$ cat src/rtl/uart_sender_if.sv
// Word handshake between a producer and the uart_sender serialiser.
interface uart_sender_if #(
  parameter int DATA_BITS = 8
) ();
  logic [DATA_BITS-1:0] tx_data;
  logic                 tx_valid;
  logic                 tx_ready;

  modport master (output tx_data, output tx_valid, input tx_ready);
  modport slave  (input tx_data, input tx_valid, output tx_ready);
endinterface

$ cat src/rtl/uart_sender.sv
// UART transmitter with a one-word holding register for back-to-back frames.
// Optional parity bit enabled by defining UART_SENDER_PARITY_EN.
module uart_sender #(
  parameter int DATA_BITS  = 8,
  parameter int CLK_DIV    = 16,
  parameter int STOP_BITS  = 1,
  parameter int PARITY_ODD = 0
) (
  input  logic           clk,
  input  logic           rst_n,
  uart_sender_if.slave   tx,
  output logic           dout,
  output logic           tx_busy
);

  localparam int BAUD_W = $clog2(CLK_DIV);
  localparam int BIT_W  = $clog2(DATA_BITS + 1);

  typedef enum logic [2:0] {
    IDLE,
    START,
    DATA,
`ifdef UART_SENDER_PARITY_EN
    PARITY,
`endif
    STOP
  } state_t;

  state_t               state, state_nxt;
  logic [BAUD_W-1:0]    baud_cnt;
  logic [BIT_W-1:0]     bit_cnt, bit_cnt_nxt;
  logic [DATA_BITS-1:0] shift_reg, shift_nxt;
  logic [DATA_BITS-1:0] hold_reg, hold_nxt;
  logic [DATA_BITS-1:0] load_word;
  logic                 hold_full, hold_full_nxt;
  logic                 dout_nxt;
  logic                 accept, bit_end, stop_end, load_tx, load_hold;
`ifdef UART_SENDER_PARITY_EN
  logic                 parity_bit, parity_nxt;
`endif

  assign tx.tx_ready = ~hold_full;
  assign tx_busy     = (state != IDLE) | hold_full;
  assign accept      = tx.tx_valid & ~hold_full;
  assign bit_end     = (state != IDLE) && (baud_cnt == BAUD_W'(CLK_DIV - 1));
  assign stop_end    = (state == STOP) && bit_end && (bit_cnt == BIT_W'(STOP_BITS - 1));

  // A word arriving exactly as the last stop bit ends goes straight into the
  // shift register so the line never idles and the word is never stranded.
  assign load_hold = stop_end & hold_full;
  assign load_tx   = accept & ((state == IDLE) | (stop_end & ~hold_full));
  assign load_word = load_hold ? hold_reg : tx.tx_data;

  always_comb begin
    state_nxt     = state;
    bit_cnt_nxt   = bit_cnt;
    shift_nxt     = shift_reg;
    hold_nxt      = hold_reg;
    hold_full_nxt = hold_full & ~load_hold;
`ifdef UART_SENDER_PARITY_EN
    parity_nxt    = parity_bit;
`endif
    case (state)
      IDLE:  if (load_tx) state_nxt = START;
      START: if (bit_end) state_nxt = DATA;
      DATA: begin
        if (bit_end) begin
          shift_nxt = {1'b1, shift_reg[DATA_BITS-1:1]};
          if (bit_cnt == BIT_W'(DATA_BITS - 1)) begin
            bit_cnt_nxt = '0;
`ifdef UART_SENDER_PARITY_EN
            state_nxt   = PARITY;
`else
            state_nxt   = STOP;
`endif
          end else begin
            bit_cnt_nxt = bit_cnt + 1'b1;
          end
        end
      end
`ifdef UART_SENDER_PARITY_EN
      PARITY: if (bit_end) state_nxt = STOP;
`endif
      STOP: begin
        if (bit_end) begin
          if (stop_end) begin
            bit_cnt_nxt = '0;
            state_nxt   = (load_hold | load_tx) ? START : IDLE;
          end else begin
            bit_cnt_nxt = bit_cnt + 1'b1;
          end
        end
      end
      default: state_nxt = IDLE;
    endcase

    if (load_hold | load_tx) begin
      shift_nxt  = load_word;
`ifdef UART_SENDER_PARITY_EN
      parity_nxt = (^load_word) ^ (PARITY_ODD != 0);
`endif
    end
    if (accept & ~load_tx) begin
      hold_nxt      = tx.tx_data;
      hold_full_nxt = 1'b1;
    end

    // Line level follows the next state so dout is registered yet aligned.
    case (state_nxt)
      START:   dout_nxt = 1'b0;
      DATA:    dout_nxt = shift_nxt[0];
`ifdef UART_SENDER_PARITY_EN
      PARITY:  dout_nxt = parity_nxt;
`endif
      default: dout_nxt = 1'b1;
    endcase
  end

  always_ff @(posedge clk or negedge rst_n) begin
    if (!rst_n) begin
      state     <= IDLE;
      baud_cnt  <= '0;
      bit_cnt   <= '0;
      hold_full <= 1'b0;
      shift_reg <= '1;
      dout      <= 1'b1;
    end else begin
      state     <= state_nxt;
      baud_cnt  <= (state == IDLE || bit_end) ? '0 : baud_cnt + 1'b1;
      bit_cnt   <= bit_cnt_nxt;
      hold_full <= hold_full_nxt;
      shift_reg <= shift_nxt;
      dout      <= dout_nxt;
    end
  end

  always_ff @(posedge clk) begin
    hold_reg   <= hold_nxt;
`ifdef UART_SENDER_PARITY_EN
    parity_bit <= parity_nxt;
`endif
  end

endmodule
$ cat src/flat_wrapper.sv
// flat-port wrapper written by rule: the top's interface ports become plain ports
module uart_sender_flat 
#(
  parameter int DATA_BITS  = 8,
  parameter int CLK_DIV    = 16,
  parameter int STOP_BITS  = 1,
  parameter int PARITY_ODD = 0
)
  (clk, rst_n, dout, tx_busy, tx_tx_data, tx_tx_valid, tx_tx_ready);
  uart_sender_if #(.DATA_BITS(DATA_BITS)) tx_i ();
  input  logic clk;
  input  logic rst_n;
  output logic dout;
  output logic tx_busy;
  input wire logic [$bits(tx_i.tx_data)-1:0] tx_tx_data;
  input wire logic [$bits(tx_i.tx_valid)-1:0] tx_tx_valid;
  output wire logic [$bits(tx_i.tx_ready)-1:0] tx_tx_ready;
  assign tx_i.tx_data = tx_tx_data;
  assign tx_i.tx_valid = tx_tx_valid;
  assign tx_tx_ready = tx_i.tx_ready;
  uart_sender #(.DATA_BITS(DATA_BITS), .CLK_DIV(CLK_DIV), .STOP_BITS(STOP_BITS), .PARITY_ODD(PARITY_ODD)) u_core (.clk(clk), .rst_n(rst_n), .tx(tx_i), .dout(dout), .tx_busy(tx_busy));
endmodule
$ cat config.mk
export PLATFORM = sky130hd
export DESIGN_NAME = uart_sender_flat
export DESIGN_NICKNAME = d
export VERILOG_FILES = /design/src/rtl/uart_sender_if.sv /design/src/rtl/uart_sender.sv /design/src/flat_wrapper.sv
export SDC_FILE = /design/constraint.sdc
export NUM_CORES = 1
export LEC_CHECK = 0
export ABC_AREA = 1
export BUFFER_PORTS_ARGS = -buffer_cell sky130_fd_sc_hd__buf_2
export CORE_MARGIN = 3
export CORE_UTILIZATION = 58
export CTS_CLUSTER_DIAMETER = 80
export DETAILED_ROUTE_END_ITERATION = 12
export GPL_TIMING_DRIVEN = 1
export PLACE_DENSITY_LB_ADDON = 0.2
export SKIP_LAST_GASP = 1
export SLEW_MARGIN = 30
export SYNTH_ARGS = -nofsm -noshare
export SYNTH_HDL_FRONTEND = slang
export SYNTH_SLANG_ARGS = --single-unit
export TNS_END_PERCENT = 20
$ cat constraint.sdc
create_clock -name clk -period 2 [get_ports clk]
set_input_delay 0.2 -clock clk [delete_from_list [all_inputs] [get_ports clk]]
set_output_delay 0.2 -clock clk [all_outputs]
set_load 0.03 [all_outputs]
==> results of run 1 <==
## power by group through the flow
stage / Clock (mW) / Combinational, mW / Sequential, mW
floorplan: 0 / 0.0206 / 0.632
global placement: 0 / 0.0437 / 0.632
detailed placement: 0 / 0.0447 / 0.633
CTS: 0.336 / 0.0467 / 0.621
global route: 0.366 / 0.0529 / 0.622
finish: 0.324 / 0.0461 / 0.621
## logic make-up (layout without fill, tap and decap cells)
kind of cell,after synthesis,count (layout),synth area share (%)
AOI/OAI and AO/OA,8,8,2.881
xor gates and xnor gates,4,4,2.305
adders and majority gates,3,3,2.469
buffers and inverters,20,43,4.938
DFF,29,29,51.11
other,1,1,0.2467
and+or+nand+nor,103,103,36.05
## synthesized netlist by cell type, types with 3 or more instances
library cell,number,area share (%)
dfrtp_1,12,20
dfstp_2,9,16
edfxtp_1,8,16
ha_1,3,2.5
inv_1,18,4.4
nand2_1,43,11
nand2_2,6,2.5
nand2_4,3,2.2
nand3_1,15,4.9
nand3_2,3,2.0
nand4_1,12,4.9
nor2_1,11,2.7
nor2_4,4,3.0
o21ai_0,4,1.3
xor2_1,3,1.7
## per-layer routing
metal	share of wire (%)	up-vias	GRT usage, %
met2	46	29	31.97
met5	0	-	0
met1	47	563	27.63
li1	-	599	-
met4	2.2	0	7.285
met3	4.5	8	6.561
## layout by cell type, fill, tap and decap left out
master and n:
dfrtp_1 12, xor2_1 3, o31ai_1 1, nand4_1 12, nand2_4 3, nor2_1 11, clkbuf_4 5, buf_2 13
o22ai_1 1, nand2_1 43, dlygate4sd3_1 1, dfstp_2 9, xnor2_1 1, nand3_1 15, edfxtp_1 8, nor3_1 1
ha_1 3, o21ai_1 2, nor2_2 2, nor3b_1 1, nand2_2 6, clkinv_2 1, nor2_4 4, buf_4 1
conb_1 1, nand3_4 1, nand3_2 3, clkinv_1 2, inv_2 2, and2_1 1, inv_1 18, o21ai_0 4
## layout make-up
type                    count  area, um2  share of cell area [%]
flip-flops and latches     29      777.0                   46.03
multi-input cells         119      668.1                   39.58
repair buffers             15      82.58                   4.893
inverters                  20      75.07                   4.448
clock buffers               5      37.54                   2.224
well taps                  28      35.03                   2.076
clock inverters             3      12.51                  0.7413
## worst paths after layout
kind	from	depth (start not counted)	end	slack [ns]
max in group asynchronous	rst_n	2	u_core.shift_reg[5]	1.30
max	u_core.bit_cnt[0]	8	u_core.shift_reg[0]	0.31
max reg2reg	u_core.bit_cnt[0]	8	u_core.shift_reg[0]	0.31
min reg2reg	u_core.baud_cnt[0]	1	u_core.baud_cnt[0]	0.47
min	tx_tx_data[2]	1	u_core.hold_reg[2]	0.07
min in group asynchronous	rst_n	2	u_core.state[1]	0.36
## repair_timing
item / in CTS / in global routing
endpoints found under the setup margin: 0 / 0
endpoints found under the hold margin: 12 / 0
gates resized for setup: 0 / 0
hold buffers: 1 / 0
## stage by stage
step / total power [mW] / area (um2) / setup WS (ns)
2_1_floorplan: 0.6521 / 1520 / 0.5284
5_1_grt: 1.041 / 1688 / 0.1568
6_report: 0.9911 / 1688 / 0.3114
3_5_place_dp: 0.6773 / 1628 / 0.3154
4_1_cts: 1.003 / 1688 / 0.3125
3_3_place_gp: 0.6756 / 1628 / 0.3507
==> results.py, run 1 <==
metrics = {
    "outcome": {
        "status": "complete, no violations",
    },
    "setup_path": {
        "max_stage_delay_ns": 0.42,
        "timing.critical_path.mode_cell": "nand2_2",
        "crit_type": "register to register",
        "cp_cell_sequence": "inv_1, ha_1, nand2_2, nor2_4, nand3_2, o21ai_1, nand2_2, and2_1",
        "arrival_ns": 1.95,
        "crit_family": "simple AND/OR/NAND/NOR gates",
        "crit_required_ns": 2.26,
        "start_kind": "register",
        "endpoint_kind": "register",
        "slowest_stage": "dfrtp_1",
        "cp_max_fo": 10,
        "critPathBufInv": 1,
    },
    "clock_tree": {
        "numCtsBuffers": 5,
        "clk_pin_slew_ns": 0.09,
        "cts.sinks": 29,
        "clock_latency_ns": 0.32,
        "tritoncts": "done",
        "clockBufferDepth": 2,
        "post_cts_buffers": 0,
        "cts_root_buf": "clkbuf_4",
        "cts_max_level": 2,
    },
    "placed_design": {
        "hpwl_um": 2190,
        "place.gp.congestion": 0.8469,
        "placedCellCount": 210,
        "port_buffers": 13,
    },
    "cells_and_area": {
        "drive_gt1_share_pct": 26.18,
        "post-route-util_pct": 72.14,
        "stdcell_count": 219,
        "nNetsFinal": 204,
        "fillCellCount": 202,
        "area_growth_pct": 11.03,
        "antennaDiodeCount": 0,
    },
    "sta": {
        "period_share_pct": 84.43,
        "slew_violations": 0,
        "rsz0062_at_grt": "no",
        "min_period_ns": 1.689,
        "setup_tns_ns": 0,
        "fmax_ghz": 0.5922,
        "skew_ns": 0.007042,
        "hold_violations": 0,
        "setup_viol": 0,
        "whs_ns": 0.06567,
    },
    "detailed_routing": {
        "vias": 1199,
        "route.detailed.drc": 0,
        "wl_per_cell_um": 13.31,
        "antenna_left": 0,
        "drt_pass1_iterations": 4,
        "viasPerCell": 5.475,
        "routed_wl_um": 2914,
        "drt_iter0_markers": 36,
    },
    "synth": {
        "ys_types": 26,
        "mappedNetlistNets": 182,
        "syn-cell-area_um2": 1520,
        "synth-seq-area-share_pct": 51.11,
        "synth_edf_count": 8,
        "ys_dominant_reg_cell": "dfrtp_1",
        "syn_area_per_cell_um2": 9.049,
        "ys_async_sr_fraction_pct": 72.41,
        "synthCells": 168,
        "synth_warnings": 0,
        "synth_seq_cells": 29,
    },
    "die": {
        "row_count": 17,
        "die_h_um": 57.20,
        "coreArea_um2": 2340,
        "fp.dieW_um": 57.20,
        "io_pins": 14,
        "start_util_pct": 64.97,
        "die-area_um2": 3271,
    },
    "global_routing": {
        "antenna_found_initial": 0,
        "overflow": 0,
        "gr-usage-all-layers_pct": 20.72,
        "grt_start_max_net_pins": 22,
        "grt_pass1_wl_um": 5175,
        "first_global_vias": 1130,
    },
    "pwr": {
        "seqPwrFrac_pct": 62.7,
        "switching_share_pct": 23.39,
        "combinationalPowerShare_pct": 4.6,
        "power_density_nw_per_um2": 587.2,
        "clock_power_share_pct": 32.7,
        "vdd_drop_max_mv": 0.5648,
        "p_leak_nw": 0.7663,
        "p_switching_uw": 231.8,
        "p_int_uw": 759.3,
    },
    "job": {
        "maxCapViolCount": 0,
    },
    "hold_path": {
        "hold_class": "input port to register",
    },
}
Note: power is estimated with default switching activity, not from simulation.
==> inputs of run 2 (changes only) <==
CORE_UTILIZATION = 52   (was 58)
clock period = 1.4 ns   (was 2 ns; I/O delays follow)
==> results.py, run 2 (same netlist as run 1, synthesis figures left out) <==
metrics = {
    "setup_path": {
        "crit_required_ns": 1.65,
        "r2r_slack_ns": -0.33,
        "endpoint": "u_core.shift_reg[4]",
        "start_kind": "register",
        "crit_type": "register to register",
        "r2r_start": "u_core.baud_cnt[1]",
        "arrival_ns": 1.98,
        "cp-startpoint": "u_core.baud_cnt[1]",
        "cp_max_fo": 6,
        "r2r_cells": 9,
        "endpoint_kind": "register",
        "reg2reg_to": "u_core.shift_reg[4]",
    },
    "sta": {
        "hold_violations": 0,
        "period_share_pct": 123.8,
        "min_period_ns": 1.733,
        "whs_ns": 0.2137,
        "rsz0062_at_grt": "yes",
        "setup_tns_ns": -3.854,
        "fin_ws_ns": -0.3333,
        "fmax_ghz": 0.5769,
        "slew_violations": 0,
        "skew_ns": 0.01751,
        "setup_viol": 24,
    },
    "cells_and_area": {
        "nNetsFinal": 253,
        "layout_common_cells": "40 x nand2_1, 40 x buf_4, 15 x inv_1, 14 x nand3_1, 13 x buf_2",
        "antennaDiodeCount": 0,
        "stdcell_count": 270,
        "area_growth_pct": 43.54,
        "drive_gt1_share_pct": 42.92,
        "post-route-util_pct": 82.81,
    },
    "detailed_routing": {
        "vias": 1567,
        "routed_wl_um": 4809,
        "route.detailed.drc": 0,
        "drt_iter0_markers": 124,
        "wl_per_cell_um": 17.81,
        "met3_length_um": 300,
        "viasPerCell": 5.804,
        "antenna_left": 0,
        "drt-met1-wl_um": 1835,
        "drt_pass1_iterations": 4,
        "top_layer": "met4",
        "wl_met2_um": 2356,
    },
    "hold_path": {
        "hold_class": "input port to register",
    },
    "global_routing": {
        "grt_start_max_net_pins": 22,
        "first_global_vias": 1455,
        "overflow": 0,
        "gr-usage-all-layers_pct": 25.40,
        "grt_pass1_wl_um": 6479,
        "antenna_found_initial": 0,
    },
    "clock_tree": {
        "clock_latency_ns": 0.36,
        "clockBufferDepth": 2,
        "tritoncts": "done",
        "clk_pin_slew_ns": 0.09,
        "cts_max_level": 2,
        "numCtsBuffers": 5,
        "cts.sinks": 29,
        "cts_root_buf": "clkbuf_4",
    },
    "pwr": {
        "vdd_drop_max_mv": 0.9387,
        "total_power_mw": 1.760,
        "p_leak_nw": 1.018,
        "power_density_nw_per_um2": 806.4,
    },
    "job": {
        "maxCapViolCount": 0,
    },
    "placed_design": {
        "place.gp.congestion": 0.8342,
        "hpwl_um": 2411,
        "port_buffers": 13,
        "placedCellCount": 240,
    },
    "die": {
        "io_pins": 14,
        "fp.dieW_um": 60.07,
        "start_util_pct": 57.69,
        "coreArea_um2": 2635,
        "die_h_um": 60.07,
        "die-area_um2": 3608,
        "row_count": 18,
    },
    "outcome": {
        "violations": "setup timing",
        "status": "finished with violations",
    },
}
-- run 2: layout make-up --
type / count / area, um2
Timing Repair Buffer: 64 / 478.0
Sequential cell: 29 / 777.0
Tap cell: 30 / 37.54
Inverter: 20 / 75.07
Multi-Input combinational cell: 119 / 729.5
Fill cell: 142 / 452.9
Clock inverter: 1 / 30.03
Clock buffer: 7 / 55.05
-- run 2: routing by layer --
layer,up-vias,track usage [%]
li1,700,-
met1,741,27.94
met2,87,43.52
met3,39,6.479
met4,0,15.19
met5,-,0
-- run 2: what timing repair did --
action | 4_1_cts | 5_1_grt
resized for setup | 6 | 6
pin swaps | 7 | 8
hold buffers | 8 | 1
hold endpoints to repair | 19 | 1
setup buffers | 6 | 7
setup endpoints to repair | 13 | 23
-- run 2: worst max-delay path, stage by stage, from the launching register on --
cell and delay [ns]:
dfrtp_1 0.42, ha_4 0.18, nand2_2 0.09, nor2_4 0.15, nand3_2 0.11, nor2_4 0.18
nand2_4 0.11, buf_6 0.14, nand4_1 0.11, nand4_1 0.14
-- run 2: where the power goes --
group | switching, mW | total, mW | internal [mW]
clock | 0.331 | 0.757 | 0.426
combinational | 0.0601 | 0.113 | 0.0532
sequential | 0.0101 | 0.889 | 0.879
-- run 2: how the worst min path moves through the flow --
| stage | start | end | depth (start not counted) | slack (ns) |
|---|---|---|---|---|
| after floorplan | rst_n | u_core.baud_cnt[0] | 0 | -0.16 |
| after global placement | rst_n | u_core.bit_cnt[0] | 1 | 0.12 |
| after detailed placement | rst_n | u_core.bit_cnt[1] | 1 | 0.13 |
| after CTS | tx_tx_data[4] | u_core.hold_reg[4] | 1 | 0.002 |
| after global routing | tx_tx_valid | u_core.state[0] | 5 | 0.24 |
| final | tx_tx_valid | u_core.state[0] | 5 | 0.21 |
-- run 2: through the flow --
step,cell area [um2],setup slack (ns)
after floorplan,1550,-0.02689
after global placement,1871,-0.1240
after detailed placement,1871,-0.1370
after CTS,2095,-0.1190
after global routing,2182,-0.3962
final,2182,-0.3333
==> inputs of run 3 (changes only) <==
--- a/config.mk
+++ b/config.mk
@@ -15,2 +15,3 @@
 export PLACE_DENSITY_LB_ADDON = 0.2
+export SKIP_CTS_REPAIR_TIMING = 1
 export SKIP_LAST_GASP = 1
==> constraint.sdc (replaced) <==
create_clock -name clk -period 1.4 [get_ports clk]
set_input_delay 0.21 -clock clk [delete_from_list [all_inputs] [get_ports clk]]
set_output_delay 0.21 -clock clk [all_outputs]
set_load 0.03 [all_outputs]
==> results.py, run 3 (same netlist as run 1, synthesis figures left out) <==
metrics = {
    "outcome": {
        "status": "finished with violations",
        "violations": "setup timing",
    },
    "detailed_routing": {
        "antenna_left": 0,
        "drt_iter0_markers": 85,
        "vias": 1401,
        "viasPerCell": 5.307,
        "drt_pass1_iterations": 4,
        "routed_wl_um": 3637,
        "route.detailed.drc": 0,
        "wl_per_cell_um": 13.78,
    },
    "cells_and_area": {
        "antennaDiodeCount": 0,
        "multiInputGateArea_um2": 738.2,
        "drive_gt1_share_pct": 45.73,
        "stdcell_count": 264,
        "fillCellCount": 156,
        "layout_commonest_cell": "buf_4",
        "register_area_um2": 777.0,
        "area_growth_pct": 40.49,
        "nNetsFinal": 247,
        "post-route-util_pct": 81.05,
        "layout_common_cells": "41 x buf_4, 40 x nand2_1, 14 x inv_1, 13 x nand3_1",
    },
    "placed_design": {
        "hpwl_um": 2411,
        "place.gp.congestion": 0.8342,
        "port_buffers": 13,
        "placedCellCount": 240,
    },
    "sta": {
        "slew_violations": 0,
        "min_period_ns": 1.623,
        "rsz0062_at_grt": "yes",
        "skew_ns": 0.01322,
        "fmax_ghz": 0.6162,
        "fin_ws_ns": -0.2229,
        "hold_violations": 0,
        "period_share_pct": 115.9,
        "setup_viol": 22,
    },
    "pwr": {
        "vdd_drop_max_mv": 1.011,
        "p_leak_nw": 0.9981,
        "power_density_nw_per_um2": 794.4,
        "total_power_mw": 1.697,
    },
    "setup_path": {
        "slowest_stage": "dfrtp_1",
        "max_stage_delay_ns": 0.40,
        "endpoint_kind": "register",
        "start_kind": "register",
        "crit_type": "register to register",
        "arrival_ns": 1.87,
        "cp_cell_sequence": "ha_4, nand2_2, nor2_2, nand3_2, nor2_4, nand2_4, buf_4, nand4_1, nand3_1",
        "crit_required_ns": 1.65,
        "cp_max_fo": 8,
    },
    "global_routing": {
        "gr-usage-all-layers_pct": 21.17,
        "first_global_vias": 1280,
        "overflow": 0,
        "antenna_found_initial": 0,
        "grt_pass1_wl_um": 5485,
        "grt_start_max_net_pins": 22,
    },
    "hold_path": {
        "hold_class": "input port to register",
    },
    "die": {
        "start_util_pct": 57.69,
        "die-area_um2": 3608,
        "row_count": 18,
        "io_pins": 14,
        "die_h_um": 60.07,
        "coreArea_um2": 2635,
        "fp.dieW_um": 60.07,
    },
    "clock_tree": {
        "numCtsBuffers": 5,
        "clk_pin_slew_ns": 0.09,
        "tritoncts": "done",
        "clock_latency_ns": 0.34,
        "cts_max_level": 2,
        "cts_root_buf": "clkbuf_4",
        "cts.sinks": 29,
        "clockBufferDepth": 2,
    },
    "job": {
        "maxCapViolCount": 0,
    },
}
[run 3: cell count changes in the layout (fill, tap and decap cells not counted), sizes merged]
cell	before	now
dlygate4sd3	9	1
buf	55	57
[run 3: stage by stage]
step | instance area (um2) | hold WS [ns] | setup slack [ns] | setup TNS [ns]
6_report | 2136 | 0.07529 | -0.2229 | -1.578
5_1_grt | 2136 | 0.05360 | -0.3320 | -3.428
4_1_cts | 1956 | -0.1719 | -0.2909 | -1.076
3_5_place_dp | 1871 | 0.1987 | -0.1370 | -0.6781
3_3_place_gp | 1871 | 0.1882 | -0.1240 | -0.3918
2_1_floorplan | 1550 | -0.08559 | -0.02689 | -0.06367
[run 3: worst max-delay path, delay by kind of cell, from the launching register on]
| family | cells | cell delay (ns) |
|---|---|---|
| adders and majority gates | 1 | 0.18 |
| and+or+nand+nor | 7 | 0.82 |
| buffers and inverters | 1 | 0.16 |
| DFF | 1 | 0.40 |
[run 3: area by class of cell]
cell class                      instances  share of cell area [%]
Timing Repair Buffer                   58                   19.80
Tap cell                               30                   1.757
Multi-Input combinational cell        119                   34.56
Sequential cell                        29                   36.38
Clock inverter                          1                   1.406
Clock buffer                            7                   2.578
Inverter                               20                   3.515
[run 3: path summary, 6_finish.rpt]
check / from / to / slack [ns] / depth (start not counted)
worst max-delay path: u_core.baud_cnt[1] / u_core.shift_reg[6] / -0.22 / 9
worst min-delay path: tx_tx_data[1] / u_core.hold_reg[1] / 0.08 / 1
worst max register to register: u_core.baud_cnt[1] / u_core.shift_reg[6] / -0.22 / 9
worst min register to register: u_core.hold_reg[5] / u_core.shift_reg[5] / 0.50 / 2
max in group asynchronous: rst_n / u_core.shift_reg[7] / 0.69 / 2
min in group asynchronous: rst_n / u_core.bit_cnt[1] / 0.36 / 2
[run 3: routing by layer]
layer | global-route usage (%) | part of all wire, % | routed length, um | vias up
li1 | - | - | - | 686
met1 | 25.10 | 41 | 1478 | 647
met2 | 35.19 | 51 | 1843 | 58
met3 | 5.832 | 6.4 | 233 | 10
met4 | 10.13 | 2.2 | 81 | 0
met5 | 0 | 0 | 0 | -
[run 3: report_power, final]
group	switching, mW	internal [mW]	total (mW)
clock	0.293	0.426	0.719
combinational	0.0489	0.0404	0.0893
sequential	0.00918	0.879	0.888
total	0.351	1.35	1.70
